### config.mk
export PLATFORM = sky130hd
export DESIGN_NAME = comb_sub8
export DESIGN_NICKNAME = d
export VERILOG_FILES = /design/src/rtl/comb_sub8.sv
export SDC_FILE = /design/constraint.sdc
export NUM_CORES = 1
export LEC_CHECK = 0
export ABC_AREA = 1
export ABC_CLOCK_PERIOD_IN_PS = 3700
export BUFFER_PORTS_ARGS = -buffer_cell sky130_fd_sc_hd__buf_2
export CORE_UTILIZATION = 33
export DETAILED_ROUTE_END_ITERATION = 10
export PLACE_DENSITY = 0.53
export SKIP_CTS_REPAIR_TIMING = 1
export SLEW_MARGIN = 30
export SYNTH_ARGS = -nofsm -noshare
export SYNTH_HDL_FRONTEND = slang
export SYNTH_SLANG_ARGS = --single-unit
### constraint.sdc
create_clock -name clock -period 3.7 [get_ports clock]
set_clock_uncertainty 0.15 [all_clocks]
set_input_delay 0.37 -clock clock [delete_from_list [all_inputs] [get_ports clock]]
set_output_delay 0.37 -clock clock [all_outputs]
set_load 0.01 [all_outputs]
### src/rtl/comb_sub8.sv
// Cascaded comb (differentiator) section: y[n] = x[n] - x[n-DELAY] per stage,
// strobe-qualified, wrapping two's-complement arithmetic, registered outputs.
module comb_sub8 #(
    parameter int WIDTH  = 8,
    parameter int STAGES = 3,
    parameter int DELAY  = 1
) (
    input  logic             clock,
    input  logic             reset,
    input  logic             enable,
    input  logic             strobe_in,
    input  logic [WIDTH-1:0] signal_in,
    output logic             strobe_out,
    output logic [WIDTH-1:0] signal_out
);

    // Modulo-2^WIDTH difference; no widening, so wrapped integrator state is recovered exactly.
    function automatic logic [WIDTH-1:0] wrap_sub(
        input logic [WIDTH-1:0] a,
        input logic [WIDTH-1:0] b
    );
        return a - b;
    endfunction

    // Index 0 is the block input; index k is the registered output of stage k.
    logic [STAGES:0][WIDTH-1:0] data_s;
    logic [STAGES:0]            vld_s;

    assign data_s[0] = signal_in;
    assign vld_s[0]  = strobe_in;

    for (genvar g = 0; g < STAGES; g++) begin : g_stage
        logic [WIDTH-1:0]       out_q;
        logic [WIDTH-1:0]       out_d;
        logic [DELAY*WIDTH-1:0] dl_q;
        logic [DELAY*WIDTH-1:0] dl_d;
        logic                   st_q;
        logic                   st_d;

        // Next-state: clear on enable low, advance only on a qualified sample, else hold.
        always_comb begin
            out_d = out_q;
            dl_d  = dl_q;
            st_d  = 1'b0;
            if (!enable) begin
                out_d = {WIDTH{1'b0}};
                dl_d  = {(DELAY*WIDTH){1'b0}};
                st_d  = 1'b0;
            end else if (vld_s[g]) begin
                out_d             = wrap_sub(data_s[g], dl_q[DELAY*WIDTH-1 -: WIDTH]);
                dl_d              = dl_q << WIDTH;
                dl_d[WIDTH-1:0]   = data_s[g];
                st_d              = 1'b1;
            end else begin
                out_d = out_q;
                dl_d  = dl_q;
                st_d  = 1'b0;
            end
        end

        // Stage state register with asynchronous clear.
        always_ff @(posedge clock or posedge reset) begin
            if (reset) begin
                out_q <= {WIDTH{1'b0}};
                dl_q  <= {(DELAY*WIDTH){1'b0}};
                st_q  <= 1'b0;
            end else begin
                out_q <= out_d;
                dl_q  <= dl_d;
                st_q  <= st_d;
            end
        end

        assign data_s[g+1] = out_q;
        assign vld_s[g+1]  = st_q;
    end

    assign signal_out = data_s[STAGES];
    assign strobe_out = vld_s[STAGES];

endmodule

==> Word level (Yosys, flattened, before mapping) <==
Cells that the tools add are included.
{ "classes": {"addsub": 3, "eq_ne": 3, "mux": 18} }
{ "ops": {"columns": ["op", "count"], "rows": [
  ["$mux W8", 12],
  ["$sub A8 B8 Y8", 3],
  ["$mux W1", 6],
  ["$ne A2 B1 Y1 const B", 3]
]} }
{ "word_totals": {"ff_bits": 51, "in_bits": 12, "out_inout_bits": 9, "word_cells": 33} }

==> Logic depth before layout (Yosys ltp) <==
{ "depth": {"word_depth": 3, "ltp_mapped": 11, "mapped_depth_nobuf": 11} }

==> Worst setup path after synthesis <==
OpenSTA, ideal clock, no wires.
{ "synth_timing": {"path_type": "flip-flop to flip-flop", "startpoint": "register g_stage[0].out_q[0]", "endpoint": "register g_stage[1].out_q[6]", "setup_time_ps": 117, "arrival_time_ps": 1415, "required_time_ps": 3433, "path_slack_ps": 2018, "stages_incl_launch_ff": 11, "path_buffers": 0, "period_less_slack_ps": 1682, "path_cell_list": "dfrtp_1 -> inv_1 -> ha_1 -> inv_1 -> fa_1 -> nand2_1 -> nand2_1 -> nand3b_1 -> nand3b_1 -> nand3_1 -> nand2_1"} }
{ "synth_between": {"elab_chain_len": 3} }
{ "synth_lines": {"columns": ["element", "line", "source"], "rows": [
  ["start: declaration", "33", "logic [WIDTH-1:0] out_q;"],
  ["start signal: assignment", "64", "out_q <= {WIDTH{1'b0}};"],
  ["start signal: assignment", "68", "out_q <= out_d;"],
  ["$sub A8 B8 Y8", "22", "return a - b;"],
  ["$mux W8", "49", "end else if (vld_s[g]) begin"],
  ["$mux W8", "45", "if (!enable) begin"],
  ["end signal: assignment", "64", null],
  ["end signal: assignment", "68", null],
  ["end: declaration", "33", null]
]} }
No other way between the ends. The select of a mux whose other input is x is not followed.
A chain may end at the register's enable or synchronous reset.

==> Worst setup path after layout <==
{ "layout_timing": {"startpoint": "register g_stage[1].out_q[0]", "endpoint": "register g_stage[2].out_q[6] (netlist: signal_out[6])"} }
{ "layout_between": {"elab_chain_len": 3} }
{ "layout_lines": {"columns": ["element", "line"], "rows": [
  ["$sub A8 B8 Y8", "22"],
  ["$mux W8", "49"],
  ["$mux W8", "45"],
  ["end signal: assignment", "64"],
  ["end signal: assignment", "68"],
  ["end: declaration", "33"]
]} }
No other way between the ends. The select of a mux whose other input is x is not followed.

==> summary.txt <==
Status
  • Status: complete, no violations

Yosys
  • Post-synth EDFFs: 0
  • Cell count after synthesis: 357
  • Top-count cell post-synth: nand2_1
  • Synth Area in Compound Gates: 13.0%
  • Dominant cell type by area after synthesis: dfrtp_1
  • Seq/Total Area, Yosys: 42.9%
  • Multiplexer share of the synthesized area: 0%
  • Syn_area_per_cell: 8.33 um2
  • XOR/XNOR Fraction of Synth Area: 0.883%
  • Top cell type's share of synthesized area: 42.9%
  • Commonest cells post-synth: nand2_1 (106), inv_1 (66), dfrtp_1 (51), ha_1 (24), nand3_1 (22)
  • FFs w/ async S/R, synth: 100%
  • Post-Synthesis Cell Area: 2980 um2
  • Synth Area in Simple Gates: 20.2%
  • Adder-cell share of the synthesized area: roughly 12%
  • Netlist cell types: 21
  • #FFs+latches synth: 51
  • Main combinational cell family by area after synthesis: simple AND/OR/NAND/NOR gates
  • Yosys warnings: 0
  • Most used DFF post-synth: dfrtp_1
  • Net Count, Synth: between 300 and 400
  • Top cells by area, synth: dfrtp_1 (43%), nand2_1 (13%), ha_1 (10%), inv_1 (8.3%), nand3_1 (3.7%)

Worst setup path
  • Critical path type: reg -> reg
  • Critical Path RT: 3.75 ns
  • Crit Path Max Fanout: 4
  • CP Capture Type: flop
  • Worst path arrival time: 1.88 ns
  • CP Launch Type: flop

Run
  • MaxCap Viol Count: 0

Routing
  • Average wire per standard cell: 10.9 um
  • DRT iter0 DRCs: 72
  • Drt pass-1 iters: 4
  • Drt drc: 0
  • Vias: 2172
  • Post-Route WL: 5330 um
  • Final ANT Viol Nets: 0
  • Vias/cell: 4.45

Finish
  • Area grow syn2layout: 8.96%
  • Final Net Count: 418
  • Cell Count, Final, Fillers Out: roughly 490
  • Ant diodes: 0
  • Storage element area: between 1000 and 1500 um2
  • Fill cells: 896
  • Multi-input gate area: 1380 um2
  • Fin area: about 3200 um2
  • Fraction of layout instances using a drive strength above 1: 13.7%

STA
  • Period utilisation layout: 49.4%
  • Endpoints failing setup: 0
  • RSZ-0062 raised after global routing: false
  • Final hold viol count: 0
  • WHS: 0.00159 ns
  • Actual slew at the worst max-slew pin: 0.628 ns
  • Post-layout min period: 1.83 ns
  • Setup TNS: 0 ns
  • Peak Freq: about 550 MHz
  • Slew headroom: 58.2%
  • Max Slew Vio Count: 0

GRT
  • GRT Overall Usage: 12.5%
  • Largest net degree at the start of global routing: between 50 and 60
  • First-pass GRT wire length: 9670 um
  • Vias in the first global route: 2224
  • Initial antenna violation count: 0
  • GR Overflow Total: 0

Floorplan
  • Die H: between 90 and 100 um
  • Die extent in x: 97.0 um
  • IO Pins: 21
  • Die area: 9400 um2
  • FP Rows: 34
  • Core Footprint: 8720 um2
  • Initial Util: about a third

Clock network
  • CTS tree: done
  • CTS buffer count: 5
  • Worst-path clk slew: 0.09 ns
  • Clock H-tree levels: 2
  • Clock Latency Late Sink: about 0.30 ns
  • Clock buffer depth: 2
  • Clock Sinks: about 50
  • CTS Root Cell: clkbuf_8

Min path
  • Hold Crit Class: in -> async

Placed design
  • HPWL after detailed placement: a little under 4000 um
  • Post-DP Area: ~3200 um2
  • Placed cells: 480
  • Buffers on Ports: 20
  • Final GP Congestion: around 0.8

Pwr
  • Pwr Density: 366 nW/um2
  • Peak supply drop: 0.000138 V
  • Power Total: 1.19 mW
  • Leak: 1.72 nW
cells in the final DEF (no fill, tap or decap), drive strengths merged:
cell	n
nand2	106
ha	24
clkbuf	7
nand3	22
a21oi	14
nand3b	4
nor2	13
clkinv	1
inv	70
xnor2	3
o22ai	16
o21ai	21
dfrtp	51
a22o	4
fa	3
buf	21
report_power, final:
group | switching [mW] | total [mW] | internal (mW) | leakage, nW
clock | 0.176 | 0.309 | 0.133 | 0.0422
combinational | 0.174 | 0.276 | 0.103 | 0.979
sequential | 0.0173 | 0.602 | 0.585 | 0.695
registers in the layout (all words and copies together), names as in the netlist:
signal,count
signal_out,8
g_stage.st_q,2
g_stage.dl_q,24
g_stage.out_q,16
strobe_out,1
cell type report:
type | count | area share (%)
clock buffers | 7 | 2.35
clock inverters | 1 | 0.154
inverters | 70 | 8.18
multi-input cells | 230 | 42.5
flip-flops and latches | 51 | 39.4
well taps | 108 | 4.17
repair buffers | 21 | 3.32
per-layer routing:
metal	vias to the layer above	track usage, %	wire, um
li1	1170	-	-
met1	959	15.2	2510
met2	36	21.6	2540
met3	7	2.75	201
met4	0	4.59	78
met5	-	0	0
cells by family after synthesis:
kind of cell               after synthesis
AOI/OAI and AO/OA                       55
adders and majority gates               27
DFF                                     51
and+or+nand+nor                        145
buffers and inverters                   76
xor gates and xnor gates                 3
metrics by stage:
| step | utilization [%] | worst slack [ns] |
|---|---|---|
| 2_1_floorplan | - | 1.95 |
| 3_3_place_gp | 36.2 | 1.84 |
| 3_5_place_dp | 36.2 | 1.82 |
| 4_1_cts | 37.2 | 1.86 |
| 5_1_grt | 37.2 | 1.68 |
| 6_report | 37.2 | 1.87 |
path summary, 6_finish.rpt:
kind / to / start / slack [ns] / depth (start not counted)
min in group clock: g_stage[0].dl_q[3] / signal_in[3] / 0.13 / 3
setup reg to reg: signal_out[6] / g_stage[1].out_q[0] / 1.87 / 10
max in group asynchronous: g_stage[1].dl_q[6] / reset / 2.99 / 2
hold reg to reg: signal_out[7] / signal_out[7] / 0.33 / 2
setup / recovery: signal_out[6] / g_stage[1].out_q[0] / 1.87 / 10
hold / removal: g_stage[1].dl_q[0] / reset / 0.002 / 2
critical path, cell delays in order (launching register included):
cell and delay [ns]:
dfrtp_1 0.37, inv_1 0.12, ha_1 0.16, inv_1 0.05
fa_1 0.37, nand2_1 0.09, nand2_1 0.09, nand3b_1 0.11
nand3b_1 0.08, nand3_1 0.09, nand2_1 0.05
(Power assumes the default switching activity.)
